==> src/rtl/touch_pkg.sv <==
// Shared types, panel defaults and the coordinate calibration helper for the
// touch conditioning path.
package touch_pkg;

  typedef enum logic [1:0] {
    IDLE,
    PRESS_PEND,
    PRESSED,
    RELEASE_PEND
  } touch_state_e;

  localparam int unsigned NO_TOUCH_DEF = 1000;
  localparam int unsigned SCREEN_W_DEF = 480;
  localparam int unsigned SCREEN_H_DEF = 272;

  // Offset with saturation at zero, then shift, then clamp to the panel edge.
  function automatic int unsigned calib(input int unsigned avg,
                                        input int unsigned offset,
                                        input int unsigned shift,
                                        input int unsigned limit);
    int unsigned c;
    c = (avg < offset) ? 0 : ((avg - offset) >> shift);
    return (c > limit) ? limit : c;
  endfunction

endpackage

==> src/rtl/touch_axis_avg.sv <==
// One coordinate axis: accumulates accepted samples and, when the shared
// count wraps, stores the calibrated average as the pending coordinate.
module touch_axis_avg
  import touch_pkg::*;
#(
  parameter int unsigned RAW_W    = 12,
  parameter int unsigned AVG_LOG2 = 2,
  parameter int unsigned OFFSET   = 150,
  parameter int unsigned SHIFT    = 3,
  parameter int unsigned LIMIT    = 479
) (
  input  logic             clk,
  input  logic             rst_n,
  input  logic [RAW_W-1:0] sample_i,
  input  logic             acc_en_i,
  input  logic             done_i,
  input  logic             clear_i,
  output logic [RAW_W-1:0] pend_o
);

  localparam int unsigned ACC_W = RAW_W + AVG_LOG2;

  logic [ACC_W-1:0] acc_q, acc_d;
  logic [RAW_W-1:0] pend_q, pend_d;
  logic [ACC_W-1:0] sum;
  logic [RAW_W-1:0] avg;

  // The sample completing an average is folded in before dividing.
  assign sum = acc_q + ACC_W'(sample_i);
  assign avg = sum[ACC_W-1:AVG_LOG2];

  always_comb begin
    acc_d  = acc_q;
    pend_d = pend_q;
    if (clear_i) begin
      acc_d = '0;
    end else if (done_i) begin
      acc_d  = '0;
      pend_d = RAW_W'(calib(32'(avg), OFFSET, SHIFT, LIMIT));
    end else if (acc_en_i) begin
      acc_d = sum;
    end
  end

  always_ff @(posedge clk or negedge rst_n) begin
    if (!rst_n) begin
      acc_q  <= '0;
      pend_q <= '0;
    end else begin
      acc_q  <= acc_d;
      pend_q <= pend_d;
    end
  end

  assign pend_o = pend_q;

endmodule

==> src/rtl/touch_calibrator.sv <==
// Debounced press detection, averaging and frame-synchronous publication of
// calibrated touch coordinates.
module touch_calibrator
  import touch_pkg::*;
#(
  parameter int unsigned RAW_W    = 12,
  parameter int unsigned X_OFFSET = 150,
  parameter int unsigned Y_OFFSET = 300,
  parameter int unsigned X_SHIFT  = 3,
  parameter int unsigned Y_SHIFT  = 4,
  parameter int unsigned Z_THRESH = 256,
  parameter int unsigned DEBOUNCE = 3,
  parameter int unsigned AVG_LOG2 = 2,
  parameter int unsigned SCREEN_W = SCREEN_W_DEF,
  parameter int unsigned SCREEN_H = SCREEN_H_DEF,
  parameter int unsigned NO_TOUCH = NO_TOUCH_DEF
) (
  input  logic             cclk,
  input  logic             rstb,
  input  logic [RAW_W-1:0] raw_x,
  input  logic [RAW_W-1:0] raw_y,
  input  logic [RAW_W-1:0] raw_z,
  input  logic             sample_valid,
  input  logic             new_frame,
  output logic [RAW_W-1:0] touch_x,
  output logic [RAW_W-1:0] touch_y,
  output logic             touch_pressed,
  output logic             touch_update
);

  localparam int unsigned DCNT_W = (DEBOUNCE > 1) ? $clog2(DEBOUNCE + 1) : 1;
  localparam int unsigned CNT_W  = (AVG_LOG2 > 0) ? AVG_LOG2 : 1;
  localparam logic [DCNT_W-1:0] DEB_LAST   = DCNT_W'(DEBOUNCE - 1);
  localparam logic [RAW_W-1:0]  NO_TOUCH_V = RAW_W'(NO_TOUCH);

  touch_state_e      state_q, state_d;
  logic [DCNT_W-1:0] dcnt_q, dcnt_d;
  logic [CNT_W-1:0]  cnt_q, cnt_d;
  logic              avg_done_q, avg_done_d;
  logic [RAW_W-1:0]  touch_x_q, touch_y_q;
  logic              touch_pressed_q, touch_update_q;

  logic             hit, acc_en, avg_strobe, clear, pend_pressed, changed;
  logic [RAW_W-1:0] pend_x, pend_y, pub_x, pub_y;

  assign hit = (32'(raw_z) >= Z_THRESH);

  // NOTE: every signal written here gets a default first so no latch is inferred.
  always_comb begin
    state_d = state_q;
    dcnt_d  = dcnt_q;
    if (sample_valid) begin
      case (state_q)
        IDLE: if (hit) begin
          if (DEBOUNCE == 1) begin state_d = PRESSED; dcnt_d = '0; end
          else begin state_d = PRESS_PEND; dcnt_d = DCNT_W'(1); end
        end
        PRESS_PEND: begin
          if (!hit) begin state_d = IDLE; dcnt_d = '0; end
          else if (dcnt_q == DEB_LAST) begin state_d = PRESSED; dcnt_d = '0; end
          else dcnt_d = dcnt_q + DCNT_W'(1);
        end
        PRESSED: if (!hit) begin
          if (DEBOUNCE == 1) begin state_d = IDLE; dcnt_d = '0; end
          else begin state_d = RELEASE_PEND; dcnt_d = DCNT_W'(1); end
        end
        RELEASE_PEND: begin
          if (hit) begin state_d = PRESSED; dcnt_d = '0; end
          else if (dcnt_q == DEB_LAST) begin state_d = IDLE; dcnt_d = '0; end
          else dcnt_d = dcnt_q + DCNT_W'(1);
        end
        default: begin state_d = IDLE; dcnt_d = '0; end
      endcase
    end
  end

  // A hit seen in RELEASE_PEND returns to PRESSED, so it is averaged too.
  assign acc_en     = sample_valid && hit && (state_q == PRESSED || state_q == RELEASE_PEND);
  assign avg_strobe = acc_en && ((AVG_LOG2 == 0) || (&cnt_q));
  assign clear      = (state_d == IDLE);

  always_comb begin
    cnt_d      = cnt_q;
    avg_done_d = avg_done_q;
    if (clear) begin
      cnt_d      = '0;
      avg_done_d = 1'b0;
    end else begin
      if (acc_en && AVG_LOG2 != 0) cnt_d = cnt_q + CNT_W'(1);
      if (avg_strobe) avg_done_d = 1'b1;
    end
  end

  touch_axis_avg #(
    .RAW_W(RAW_W), .AVG_LOG2(AVG_LOG2), .OFFSET(X_OFFSET), .SHIFT(X_SHIFT), .LIMIT(SCREEN_W - 1)
  ) u_axis_x (
    .clk(cclk), .rst_n(rstb), .sample_i(raw_x), .acc_en_i(acc_en),
    .done_i(avg_strobe), .clear_i(clear), .pend_o(pend_x)
  );

  touch_axis_avg #(
    .RAW_W(RAW_W), .AVG_LOG2(AVG_LOG2), .OFFSET(Y_OFFSET), .SHIFT(Y_SHIFT), .LIMIT(SCREEN_H - 1)
  ) u_axis_y (
    .clk(cclk), .rst_n(rstb), .sample_i(raw_y), .acc_en_i(acc_en),
    .done_i(avg_strobe), .clear_i(clear), .pend_o(pend_y)
  );

  // Publication reads the pre-update state, so a coincident sample shows next frame.
  assign pend_pressed = (state_q == PRESSED) || (state_q == RELEASE_PEND);
  assign pub_x   = (pend_pressed && avg_done_q) ? pend_x : NO_TOUCH_V;
  assign pub_y   = (pend_pressed && avg_done_q) ? pend_y : NO_TOUCH_V;
  assign changed = (pub_x != touch_x_q) || (pub_y != touch_y_q) ||
                   (pend_pressed != touch_pressed_q);

  // NOTE: state registers use non-blocking assignments so all flops update together.
  always_ff @(posedge cclk or negedge rstb) begin
    if (!rstb) begin
      state_q         <= IDLE;
      dcnt_q          <= '0;
      cnt_q           <= '0;
      avg_done_q      <= 1'b0;
      touch_x_q       <= NO_TOUCH_V;
      touch_y_q       <= NO_TOUCH_V;
      touch_pressed_q <= 1'b0;
      touch_update_q  <= 1'b0;
    end else begin
      state_q        <= state_d;
      dcnt_q         <= dcnt_d;
      cnt_q          <= cnt_d;
      avg_done_q     <= avg_done_d;
      touch_update_q <= new_frame && changed;
      if (new_frame) begin
        touch_x_q       <= pub_x;
        touch_y_q       <= pub_y;
        touch_pressed_q <= pend_pressed;
      end
    end
  end

  assign touch_x       = touch_x_q;
  assign touch_y       = touch_y_q;
  assign touch_pressed = touch_pressed_q;
  assign touch_update  = touch_update_q;

endmodule

==> config.mk <==
export PLATFORM = sky130hd
export DESIGN_NAME = touch_calibrator
export DESIGN_NICKNAME = d
export VERILOG_FILES = /design/src/rtl/touch_pkg.sv /design/src/rtl/touch_axis_avg.sv /design/src/rtl/touch_calibrator.sv
export SDC_FILE = /design/constraint.sdc
export NUM_CORES = 1
export LEC_CHECK = 0
export ABC_CLOCK_PERIOD_IN_PS = 4600
export BUFFER_PORTS_ARGS = -buffer_cell sky130_fd_sc_hd__buf_4
export CORE_ASPECT_RATIO = 0.75
export CORE_UTILIZATION = 55
export CTS_BUF_LIST = sky130_fd_sc_hd__clkbuf_16
export DETAILED_ROUTE_END_ITERATION = 16
export GPL_ROUTABILITY_DRIVEN = 0
export GPL_TIMING_DRIVEN = 0
export PLACE_DENSITY = 0.78
export REMOVE_ABC_BUFFERS = 1
export SLEW_MARGIN = 25
export SYNTH_ARGS = -nofsm -noshare
export SYNTH_HDL_FRONTEND = slang
export SYNTH_SLANG_ARGS = --single-unit
export TNS_END_PERCENT = 20
==> constraint.sdc <==
create_clock -name cclk -period 4.6 [get_ports cclk]
set_clock_uncertainty 0.05 [all_clocks]
set_input_delay 0.46 -clock cclk [delete_from_list [all_inputs] [get_ports cclk]]
set_output_delay 0.46 -clock cclk [all_outputs]
set_load 0.02 [all_outputs]
Yosys cells after proc, flatten, opt, wreduce, memory -nomap -nowiden
Cells that the tools add are included.

Add/sub/neg operators: 6. $lt $le $gt $ge: 5. Equal/unequal tests: 9. Multiplexer cells: 30. Bitwise logic cells: 1. Reductions and logical operators: 16.

Operators by type and width (count): $mux 14 (6); $mux 12 (4); $gt 29x9->1 const B (1); $mux 29 (1); $add 14x12->14 (2); $gt 28x9->1 const B (1); $mux 2 (14); $mux 28 (1); $ne 12x12->1 (2); $pmux 2 s4 (2); $sub 12x8->13 const B (1); $sub 12x9->13 const B (1); $ge 12x9->1 const B (1); $lt 12x8->1 const B (1); $lt 12x9->1 const B (1); $eq 2x2->1 const B (3); $logic_and 1x1->1 (5); $add 2x1->2 const B (2); $logic_not 2->1 (2); $ne 2x2->1 const B (2); $reduce_and 2->1 (2); $reduce_bool 2->1 (2); $logic_or 1x1->1 (3); $reduce_and 3->1 (1); other kinds (5) (6).

Register bits: 85. Bits of input ports: 40.

Depth between registers and ports, before layout
Gate-level depths: netlist of the first run.

Depth after elaboration: 8. Mapped depth: 10.

Modules after synthesis
From an unflattened synthesis of the first run, not the netlist that was laid out.

Cells, all modules: 636. Area total of the unflattened synthesis: 5695.5 um^2.

Modules (own cells, without submodules): touch_calibrator (instances 1, cells each 221, area an instance 1921.8 um^2); touch_axis_avg at u_axis_y (instances 1, cells each 213, area an instance 1888.1 um^2); touch_axis_avg at u_axis_x (instances 1, cells each 202, area an instance 1885.6 um^2).

Worst setup path before layout of the first run
No wires, ideal clock.

Path type: in2reg. Start: input port raw_y[0]. End: register u_axis_y.pend_q[0], in the netlist u_axis_y.pend_o[0]. Setup time: 141 ps. Arrival time: 3092 ps. Slack: 1318 ps. Cell stages on the path: 10. Buffers on the path: 0. Path through: ha_1 > fa_1 > a21oi_2 > o21ai_2 > mux2_2 > a2111oi_2 > o221a_2 > o21bai_1 > nor4_2 > nor3_1.

Cells in the longest elaborated chain, start to end: 5. Elaborated cells on any way between the ends: 6.

RTL lines: from (decl) (RTL line touch_calibrator.sv:21) `input logic [RAW_W-1:0] raw_y,`; $add 14x12->14 (*) (RTL line touch_axis_avg.sv:29) `assign sum = acc_q + ACC_W'(sample_i);`; $sub 12x9->13 or $lt 12x9->1 (tied branches) (RTL line touch_pkg.sv:22) `c = (avg < offset) ? 0 : ((avg - offset) >> shift);`; $mux 28 (*) (RTL line touch_pkg.sv:22); $gt 28x9->1 (RTL line touch_pkg.sv:23) `return (c > limit) ? limit : c;`; $mux 12 (*) (RTL line touch_pkg.sv:23); to (signal assigned) (RTL line touch_axis_avg.sv:51) `pend_q <= pend_d;`; to (decl) (RTL line touch_axis_avg.sv:24) `logic [RAW_W-1:0] pend_q, pend_d;`.

Every way passes the cells marked *; elsewhere a longest branch is shown, timed or not. A chain may end at the register's enable or synchronous reset.

Final worst setup path of the first run
Start: register u_axis_y.acc_q[0]. End: register u_axis_y.pend_q[0], in the netlist u_axis_y.pend_o[0].

Cells in the longest elaborated chain, start to end: 5. Elaborated cells on any way between the ends: 6.

RTL lines: from (decl) (RTL line touch_axis_avg.sv:23) `logic [ACC_W-1:0] acc_q, acc_d;`; from (signal assigned) (RTL line touch_axis_avg.sv:47) `acc_q <= '0;`; from (signal assigned) (RTL line touch_axis_avg.sv:50) `acc_q <= acc_d;`; $add 14x12->14 (*) (RTL line touch_axis_avg.sv:29); $sub 12x9->13 or $lt 12x9->1 (tied branches) (RTL line touch_pkg.sv:22); $mux 28 (*) (RTL line touch_pkg.sv:22); $gt 28x9->1 (RTL line touch_pkg.sv:23); $mux 12 (*) (RTL line touch_pkg.sv:23).

Marks and branches as above.

==> flow_summary.json, run 1 <==
{
  "critPathCaptureType": "flop",
  "synth.largest_area_cell": "dfrtp_1",
  "cts_resized": 0,
  "wire_per_inst_um": 16.01,
  "cts_sinks": 78,
  "critical-path-top-delay-family": "compound AO/OA/AOI/OAI gates",
  "row_count": 30,
  "synth_area_um2": 5147,
  "synth_edf_count": 0,
  "drt_iter0_markers": 372,
  "final_nets": 693,
  "layout-area-overhead-vs-synth_pct": 15.14,
  "maximum_net_fanout_on_the_critical_path": 6,
  "final.setup.tns_ps": 0,
  "final_hold_viol_count": 0,
  "seq_area_frac_synth_pct": 38.21,
  "timing.critical_path.slowest_stage_cell": "a2111oi_2",
  "num_antenna_cells": 0,
  "peakVddDrop_mv": 0.3912,
  "p_per_area_nw_per_um2": 601.6,
  "synth_cell_types": 74,
  "num_vias": 4597,
  "io_pins": 66,
  "layout_worst_path_cycle_share_pct": 77.23,
  "avgSynthCellArea_um2": 8.814,
  "crit_arrival_ps": 3720,
  "synth_top_cell_area_share_pct": 32.09,
  "initial_utilization_pct": 56.67,
  "holdCritPathClass": "input pin to asynchronous set/reset pin",
  "worst-endpoint-required_ps": 4760,
  "tightest_slew_ps": 929.8,
  "port_buffers": 57,
  "crit_type": "flop to flop",
  "core_area_um2": 9084,
  "dieWidth_um": 113.7,
  "dpl.hpwl_um": 8681,
  "post-place-ws_ps": 805.4,
  "die_span_in_y_um": 85.78,
  "placed_cells": 743,
  "tritoncts": "yes",
  "ys_async_sr_fraction_pct": 100.0,
  "drt_first_pass_iters": 5,
  "synth.area.top_cells": "dfrtp_1, dfstp_2, ha_1, o21ai_0, a21oi_1",
  "synth_seq_cells": 78,
  "first_global_vias": 4188,
  "outcome": "completed",
  "p_leak_uw": 0.002635,
  "grt_pass1_wl_um": 19840,
  "cts_made_buffers": 9,
  "setup_violations": 0,
  "antenna_found_initial": 0,
  "fin_util_pct": 65.25,
  "worst_setup_hold_path_clk_slew_ps": 60,
  "cts.path.max_buffers": 2,
  "worst-path-buf-inv": 0,
  "wl_um": 12150,
  "fin_cells": 759,
  "drc_errors": 0,
  "synth_ff_type": "dfrtp_1",
  "nFillCells": 761,
  "congestion_overflow_gr": 0,
  "post_route_cells_drive_above_1_share_pct": 16.48,
  "post-route-min-period_ps": 3553,
  "timing.slew.headroom_pct": 37.86,
  "rsz0062_at_grt": "no",
  "top_achievable_clock_speed_ghz": 0.2815,
  "cts_max_level": 3,
  "syn-instance-count": 584,
  "critical_path.cell_chain": "ha_1, fa_1, a21oi_2, o21ai_2, mux2_2, a2111oi_2, o221a_2, o21bai_1, nor4_2, nor3_1",
  "final.setup.worst_slack_ps": 1047,
  "clkLatencyLatePin_ps": 350,
  "clockRootBuffer": "clkbuf_16",
  "start_kind": "flop",
  "gr-usage-all-layers_pct": 25.97,
  "slew_viols_final": 0,
  "dieArea_um2": 9754,
  "grt_start_max_net_pins": 79,
  "yosys_warnings": 0,
  "max_capacitance_violation_count": 0,
  "cts.hold.buffers_added": 0,
  "post_cts_repair_timing_setup_buffer_count": 0,
  "cpPeakStageDelay_ps": 600,
  "routed_via_density": 6.057,
  "antenna_left": 0
}
flip-flops by register name, summed over array words and instances (netlist names):
signal / flops
avg_done_q: 1
cnt_q: 2
dcnt_q: 2
state_q: 2
touch_pressed: 1
touch_update: 1
touch_x: 11
touch_y: 11
u_axis_x.acc_q: 14
u_axis_x.pend_o: 10
u_axis_y.acc_q: 14
u_axis_y.pend_o: 9
cells by family after synthesis:
kind of cell             count (synthesis)  share of synthesized area, %
flip-flops                              78                         38.21
XOR/XNOR                                27                         4.740
multiplexers                             7                         1.507
buffers and inverters                   53                         4.205
adder cells (fa/ha/maj)                 27                         6.855
AND/OR/NAND/NOR                        200                         19.23
AO/OA/AOI/OAI                          192                         25.26
stage by stage:
stage               instance area [um2]  power (uW)  hold slack (ps)
global route                       5927        3825            160.7
finish                             5927        3566            62.14
floorplan                          5029        2431            114.4
detailed placement                 5658        2892            428.4
global placement                   5617        2801            416.7
CTS                                5923        3555            275.4
cell usage after synthesis, drive strengths merged (15+ instances only):
library cell,count
dfrtp,66
o21ai,53
nor2,50
nand2,49
a21oi,45
inv,26
ha,25
nand3,24
a22o,19
clkbuf,18
xnor2,15
layout make-up:
cell class | count | area [um2] | area share [%]
multi-input cells | 453 | 2978 | 50.24
repair buffers | 58 | 459.2 | 7.748
well taps | 128 | 160.2 | 2.702
flip-flops and latches | 78 | 1967 | 33.19
inverters | 26 | 97.59 | 1.647
clock inverters | 7 | 40.04 | 0.6755
clock buffers | 9 | 225.2 | 3.800
path summary, 6_finish.rpt:
path                                           end         startpoint  depth (start not counted)  slack (ps)
min in group cclk                        dcnt_q[0]       sample_valid                          2         330
max in group asynchronous       u_axis_x.acc_q[11]               rstb                          1        3910
worst min register to register   u_axis_y.acc_q[5]  u_axis_y.acc_q[5]                          2         440
worst min-delay path             u_axis_y.acc_q[3]               rstb                          1          60
worst max-delay path            u_axis_y.pend_o[0]  u_axis_y.acc_q[0]                         10        1050
worst max register to register  u_axis_y.pend_o[0]  u_axis_y.acc_q[0]                         10        1050
layout by cell type (no fill, tap or decap), drive strengths merged, types with 11 or more instances in the layout:
cell type | netlist | final
dfrtp | 66 | 66
buf | 9 | 58
o21ai | 53 | 53
nor2 | 50 | 50
nand2 | 49 | 49
a21oi | 45 | 45
inv | 26 | 27
ha | 25 | 25
nand3 | 24 | 24
a22o | 19 | 19
xnor2 | 15 | 15
dfstp | 12 | 12
xor2 | 12 | 12
nor4 | 11 | 11
report_power, final:
part / total (uW) / internal, uW / switching, uW
registers: 1050 / 885 / 169
logic: 1860 / 775 / 1090
clock network: 648 / 360 / 287
total: 3570 / 2020 / 1550
routing by layer:
layer / routed length, um / global-route usage, % / vias up
li1: - / - / 2240
met4: 191 / 8.493 / 0
met5: 0 / 0 / -
met2: 5613 / 40.80 / 137
met1: 5687 / 36.01 / 2200
met3: 658 / 5.442 / 20
(Power assumes the default switching activity.)
==> run 2: changes to the inputs <==
--- a/config.mk
+++ b/config.mk
@@ -5,7 +5,8 @@
 export SDC_FILE = /design/constraint.sdc
 export NUM_CORES = 1
 export LEC_CHECK = 0
-export ABC_CLOCK_PERIOD_IN_PS = 4600
+export ABC_AREA = 1
+export ABC_CLOCK_PERIOD_IN_PS = 3700
 export BUFFER_PORTS_ARGS = -buffer_cell sky130_fd_sc_hd__buf_4
 export CORE_ASPECT_RATIO = 0.75
 export CORE_UTILIZATION = 55
==> constraint.sdc (replaced) <==
create_clock -name cclk -period 3.7 [get_ports cclk]
set_clock_uncertainty 0.05 [all_clocks]
set_input_delay 0.37 -clock cclk [delete_from_list [all_inputs] [get_ports cclk]]
set_output_delay 0.37 -clock cclk [all_outputs]
set_load 0.02 [all_outputs]
==> flow_summary.json, run 2 <==
{
  "synth_ff_type": "dfrtp_1",
  "yosysMostFrequentCell": "nand2_1",
  "p_leak_uw": 0.003306,
  "routed_via_density": 5.271,
  "synth.area.top_cells": "dfrtp_1, nand2_1, inv_1, dfstp_2, ha_1",
  "crit_arrival_ps": 2920,
  "timing.slew.headroom_pct": 39.01,
  "rsz0062_at_grt": "no",
  "grt_start_max_net_pins": 79,
  "synth.largest_area_cell": "dfrtp_1",
  "synth_compound_area_share_pct": 10.05,
  "wire_per_inst_um": 13.09,
  "final.setup.worst_slack_ps": 955.8,
  "drt_first_pass_iters": 5,
  "layout.cells.most_common": "nand2_1",
  "slew_viols_final": 0,
  "dpl.hpwl_um": 8423,
  "outcome": "completed",
  "initial_utilization_pct": 56.72,
  "top_achievable_clock_speed_ghz": 0.3644,
  "avgSynthCellArea_um2": 7.458,
  "largest_family_of_logic_cells_by_synthesized_area": "simple AND/OR/NAND/NOR gates",
  "row_count": 30,
  "dieWidth_um": 113.5,
  "synth_fa_ha_area_share_pct": 6.876,
  "congestion_overflow_gr": 0,
  "antenna_left": 0,
  "internal-power_uw": 2604,
  "dieArea_um2": 9724,
  "die_span_in_y_um": 85.65,
  "syn-instance-count": 688,
  "drt_iter0_markers": 248,
  "first_global_vias": 4332,
  "synth_cell_types": 45,
  "post_route_cells_drive_above_1_share_pct": 16.09,
  "grt_busiest_layer": "met2",
  "layout_worst_path_cycle_share_pct": 74.17,
  "max_capacitance_violation_count": 0,
  "synth_top_cell_area_share_pct": 32.19,
  "layout-area-overhead-vs-synth_pct": 16.26,
  "grt_pass1_wl_um": 19440,
  "combinationalPowerShare_pct": 52.7,
  "net-switching-power_uw": 2133,
  "peakVddDrop_mv": 0.4250,
  "synth_seq_cells": 78,
  "layout_top_registers": "u_axis_x.acc_q x14, u_axis_y.acc_q x14",
  "num_vias": 4607,
  "worst_setup_hold_path_clk_slew_ps": 70,
  "global_route.usage.met1_pct": 33.29,
  "cts_made_buffers": 9,
  "synth_area_um2": 5131,
  "start_kind": "flop",
  "cts.path.max_buffers": 2,
  "synth-xor-area-share_pct": 6.608,
  "area_share_of_and_or_nand_nor_cells_after_synthesis_pct": 29.48,
  "post_cts_repair_timing_setup_buffer_count": 0,
  "gr-usage-all-layers_pct": 25.21,
  "share_clk_of_total_power_pct": 20.0,
  "cts_sinks": 78,
  "maximum_net_fanout_on_the_critical_path": 6,
  "synth.area.mux_share_pct": 0.1951,
  "num_antenna_cells": 0,
  "crit_type": "flop to flop",
  "holdCritPathClass": "input pin to asynchronous set/reset pin",
  "setup_violations": 0,
  "clockRootBuffer": "clkbuf_16",
  "ys_top_cells_by_count": "nand2_1, inv_1, dfrtp_1, o21ai_0, nor2_1",
  "yosys_warnings": 0,
  "io_pins": 66,
  "post-place-ws_ps": 635.4,
  "share_seq_of_total_power_pct": 27.3,
  "power.switching_fraction_pct": 45.03,
  "ys_async_sr_fraction_pct": 100.0,
  "report.power.total_uw": 4737,
  "worst-endpoint-required_ps": 3870,
  "port_buffers": 57,
  "most-common-layout-cells": "nand2_1, inv_1, dfrtp_1",
  "clkLatencyLatePin_ps": 340,
  "p_per_area_nw_per_um2": 794.1,
  "wl_um": 11440,
  "global_route.usage.met3_pct": 4.947,
  "antenna_found_initial": 0,
  "final_hold_viol_count": 0,
  "final.setup.tns_ps": 0,
  "tightest_slew_ps": 911.5,
  "core_area_um2": 9046,
  "tritoncts": "yes",
  "final_nets": 808,
  "critPathCaptureType": "flop",
  "seq_area_frac_synth_pct": 38.33,
  "cts_resized": 0,
  "cts_max_level": 3,
  "cts.hold.buffers_added": 0,
  "post-route-min-period_ps": 2744,
  "met2_usage_pct": 42.63,
  "synth_edf_count": 0,
  "drc_errors": 0
}
run 2: cells by family (layout without fill, tap and decap cells):
kind of cell | count (synthesis) | count (layout)
adder cells (fa/ha/maj) | 27 | 27
AND/OR/NAND/NOR | 346 | 346
flip-flops | 78 | 78
buffers and inverters | 111 | 169
AO/OA/AOI/OAI | 88 | 88
multiplexers | 1 | 1
XOR/XNOR | 37 | 37
run 2: worst paths after layout:
check / startpoint / to / slack (ps) / cells after the start
worst min-delay path: rstb / u_axis_x.acc_q[1] / 20 / 1
worst max-delay path: u_axis_x.acc_q[0] / u_axis_x.pend_o[4] / 960 / 16
max in group asynchronous: rstb / cnt_q[0] / 3100 / 1
worst min register to register: u_axis_x.pend_o[7] / u_axis_x.pend_o[7] / 430 / 2
worst max register to register: u_axis_x.acc_q[0] / u_axis_x.pend_o[4] / 960 / 16
min in group cclk: sample_valid / state_q[0] / 250 / 2
run 2: critical path, stage by stage (launching register included):
cell	delay, ps
dfrtp_1	380
ha_1	230
fa_1	420
nand3_1	140
nand2_1	140
nand2_1	110
nand2_1	70
nand2_1	60
nand2_1	100
nor2_2	180
nand2_4	90
nand2_4	80
nand2_4	70
nor2_1	170
o21ai_0	100
nor2_1	180
nor2_1	70
run 2: area by class of cell:
| type | instances | area (um2) |
|---|---|---|
| Multi-Input combinational cell | 499 | 2733 |
| Sequential cell | 78 | 1967 |
| Clock buffer | 9 | 225.2 |
| Clock inverter | 7 | 88.84 |
| Fill cell | 753 | 3080 |
| Tap cell | 128 | 160.2 |
| Timing Repair Buffer | 57 | 431.7 |
| Inverter | 96 | 360.3 |
run 2: per-layer routing:
| metal | vias up | routed length (um) |
|---|---|---|
| li1 | 2302 | - |
| met1 | 2180 | 5405 |
| met2 | 109 | 5397 |
| met3 | 16 | 510 |
| met4 | 0 | 125 |
| met5 | - | 0 |
run 2: per-stage QoR:
stage                     hold WS, ps  utilization (%)  cell area (um2)  std cells
final                           24.17            65.95             5966        874
after global routing            64.21            65.95             5966        874
after CTS                       191.4            65.88             5959        874
after detailed placement        405.8            62.41             5645        858
after global placement          397.8            62.41             5645        858
after floorplan                 24.41                -             5057        673
run 2: power groups by stage:
stage | Clock [uW] | Combinational (uW) | Sequential [uW]
floorplan | 0 | 1900 | 1290
global placement | 0 | 2380 | 1290
detailed placement | 0 | 2470 | 1300
CTS | 962 | 2490 | 1290
global route | 991 | 2830 | 1330
finish | 946 | 2500 | 1300
==> run 3: changes to the inputs <==
--- a/config.mk
+++ b/config.mk
@@ -6,15 +6,15 @@
 export NUM_CORES = 1
 export LEC_CHECK = 0
 export ABC_AREA = 1
-export ABC_CLOCK_PERIOD_IN_PS = 3700
+export ABC_CLOCK_PERIOD_IN_PS = 2300
 export BUFFER_PORTS_ARGS = -buffer_cell sky130_fd_sc_hd__buf_4
 export CORE_ASPECT_RATIO = 0.75
-export CORE_UTILIZATION = 55
+export CORE_UTILIZATION = 53
 export CTS_BUF_LIST = sky130_fd_sc_hd__clkbuf_16
 export DETAILED_ROUTE_END_ITERATION = 16
 export GPL_ROUTABILITY_DRIVEN = 0
 export GPL_TIMING_DRIVEN = 0
-export PLACE_DENSITY = 0.78
+export PLACE_DENSITY = 0.79
 export REMOVE_ABC_BUFFERS = 1
 export SLEW_MARGIN = 25
 export SYNTH_ARGS = -nofsm -noshare
==> constraint.sdc (replaced) <==
create_clock -name cclk -period 2.3 [get_ports cclk]
set_clock_uncertainty 0.05 [all_clocks]
set_input_delay 0.23 -clock cclk [delete_from_list [all_inputs] [get_ports cclk]]
set_output_delay 0.23 -clock cclk [all_outputs]
set_load 0.02 [all_outputs]
==> flow_summary.json, run 3 (synthesized netlist as in run 2, its figures left out) <==
{
  "outcome": "complete, but fails checks",
  "failed_checks": "negative setup slack",
  "start_kind": "flop",
  "cp_common_cell": "nand2_4",
  "fin_cells": 895,
  "gr-usage-all-layers_pct": 26.32,
  "final_hold_viol_count": 0,
  "slew_viols_final": 0,
  "critical_path.cell_chain": "ha_4, fa_2, nand3_2, nand3_4, xnor2_2, nand3b_1, nand2_2, nand2_2, nand2_4, nand2_4, nand2_4, nand2_4, nand2_4, nand2_2, nand2_2",
  "cts.path.max_buffers": 2,
  "initial_utilization_pct": 55.57,
  "row_count": 30,
  "drt_iter0_markers": 326,
  "timing.rr.start": "u_axis_y.acc_q[0]",
  "peakVddDrop_mv": 0.8047,
  "max_capacitance_violation_count": 0,
  "seqCellArea_um2": 1967,
  "layout_top_registers": "u_axis_x.acc_q x14, u_axis_y.acc_q x14",
  "dieArea_um2": 10080,
  "cts_sinks": 78,
  "layout_worst_path_cycle_share_pct": 108.9,
  "layout-area-overhead-vs-synth_pct": 27.53,
  "placed_cells": 858,
  "fin_util_pct": 70.87,
  "detailed_place.area_um2": 5645,
  "tritoncts": "yes",
  "post-place-ws_ps": -603.4,
  "cts_max_level": 3,
  "p_leak_uw": 0.003479,
  "crit_arrival_ps": 2740,
  "p_per_area_nw_per_um2": 1414,
  "port_buffers": 57,
  "io_pins": 66,
  "cpPeakStageDelay_ps": 410,
  "grt_pass1_wl_um": 20430,
  "rsz0062_at_grt": "yes",
  "worst-endpoint-required_ps": 2530,
  "cell_area_after_layout_um2": 6544,
  "wire_per_inst_um": 14.93,
  "final.setup.tns_ps": -2208,
  "num_antenna_cells": 0,
  "post_route_cells_drive_above_1_share_pct": 26.73,
  "min-delay-start": "sample_valid",
  "num_vias": 4824,
  "timing.slew.headroom_pct": 51.51,
  "drt_first_pass_iters": 4,
  "maximum_net_fanout_on_the_critical_path": 4,
  "tightest_slew_ps": 727.4,
  "critPathCaptureType": "flop",
  "wl_um": 13370,
  "first_global_vias": 4469,
  "crit_type": "flop to flop",
  "grt_start_max_net_pins": 79,
  "core_area_um2": 9234,
  "antenna_found_initial": 0,
  "worst_setup_hold_path_clk_slew_ps": 60,
  "drc_errors": 0,
  "final.setup.worst_slack_ps": -204.5,
  "cts_made_buffers": 9,
  "dieWidth_um": 115.6,
  "area_occupied_by_multi_input_gates_um2": 3119,
  "congestion_overflow_gr": 0,
  "nFillCells": 708,
  "setup_violations": 16,
  "final_nets": 830,
  "top_achievable_clock_speed_ghz": 0.3993,
  "dpl.hpwl_um": 8355,
  "post-route-min-period_ps": 2505,
  "die_span_in_y_um": 87.21,
  "timing.critical_path.slowest_stage_cell": "dfrtp_1",
  "clockRootBuffer": "clkbuf_16",
  "routed_via_density": 5.390,
  "startpoint": "u_axis_y.acc_q[0]",
  "most-common-layout-cells": "nand2_1, inv_1, buf_4",
  "clkLatencyLatePin_ps": 340,
  "holdCritPathClass": "input pin to flop",
  "antenna_left": 0,
  "layout.cells.most_common": "nand2_1"
}
[run 3: cell count changes in the layout (fill, tap and decap cells not counted), moves of 6 or more]
cell     change
buf_4       +20
ha_1        -12
ha_4         +7
nand2_1     -25
nand2_2     +16
nand2_4      +9
nand3_1      -6
nor2_1       -8
[run 3: worst max-delay path, delay by kind of cell (launching register included)]
family                     cells  cell delay [ps]
DFF                            1              410
and+or+nand+nor               12             1270
xor gates and xnor gates       1              150
adders and majority gates      2              550
[run 3: layout make-up]
class                           instances  area share (%)
Inverter                               96           5.621
Sequential cell                        78           30.06
Clock buffer                            9           3.442
Tap cell                              128           2.447
Multi-Input combinational cell        499           47.67
Clock inverter                          6           1.549
Timing Repair Buffer                   79           9.216
[run 3: per-stage QoR]
step / power, uW / hold WS, ps
finish: 9254 / 120.5
global route: 9857 / 122.6
CTS: 8169 / 54.85
detailed placement: 6073 / 412.3
global placement: 5898 / 397.1
floorplan: 5134 / -115.6
[run 3: report_power, final]
| part | switching, uW | internal, uW | total [uW] |
|---|---|---|---|
| registers | 311 | 1810 | 2120 |
| clock network | 555 | 1040 | 1600 |
| logic | 3370 | 2170 | 5540 |
[run 3: path summary, 6_finish.rpt]
check                                endpoint  slack [ps]  cells past startpoint
max reg2reg                u_axis_y.pend_o[0]        -200                     15
min in group asynchronous   u_axis_x.acc_q[5]         420                      2
max in group asynchronous   u_axis_x.acc_q[0]        1260                      2
min                                state_q[0]         120                      2
min reg2reg                u_axis_x.pend_o[5]         420                      2
max                        u_axis_y.pend_o[0]        -200                     15
[run 3: layer usage]
metal,track usage (%),routed length [um]
met2,43.39,6364
met1,34.87,5779
met4,8.625,301
met5,0,0
met3,5.358,920
[run 3: timing repair]
item	CTS	global route
endpoints found under the hold margin	0	66
buffers inserted	7	15
gates resized for setup	34	63
pin swaps	8	29
setup endpoints to repair	37	47
hold buffers	0	1
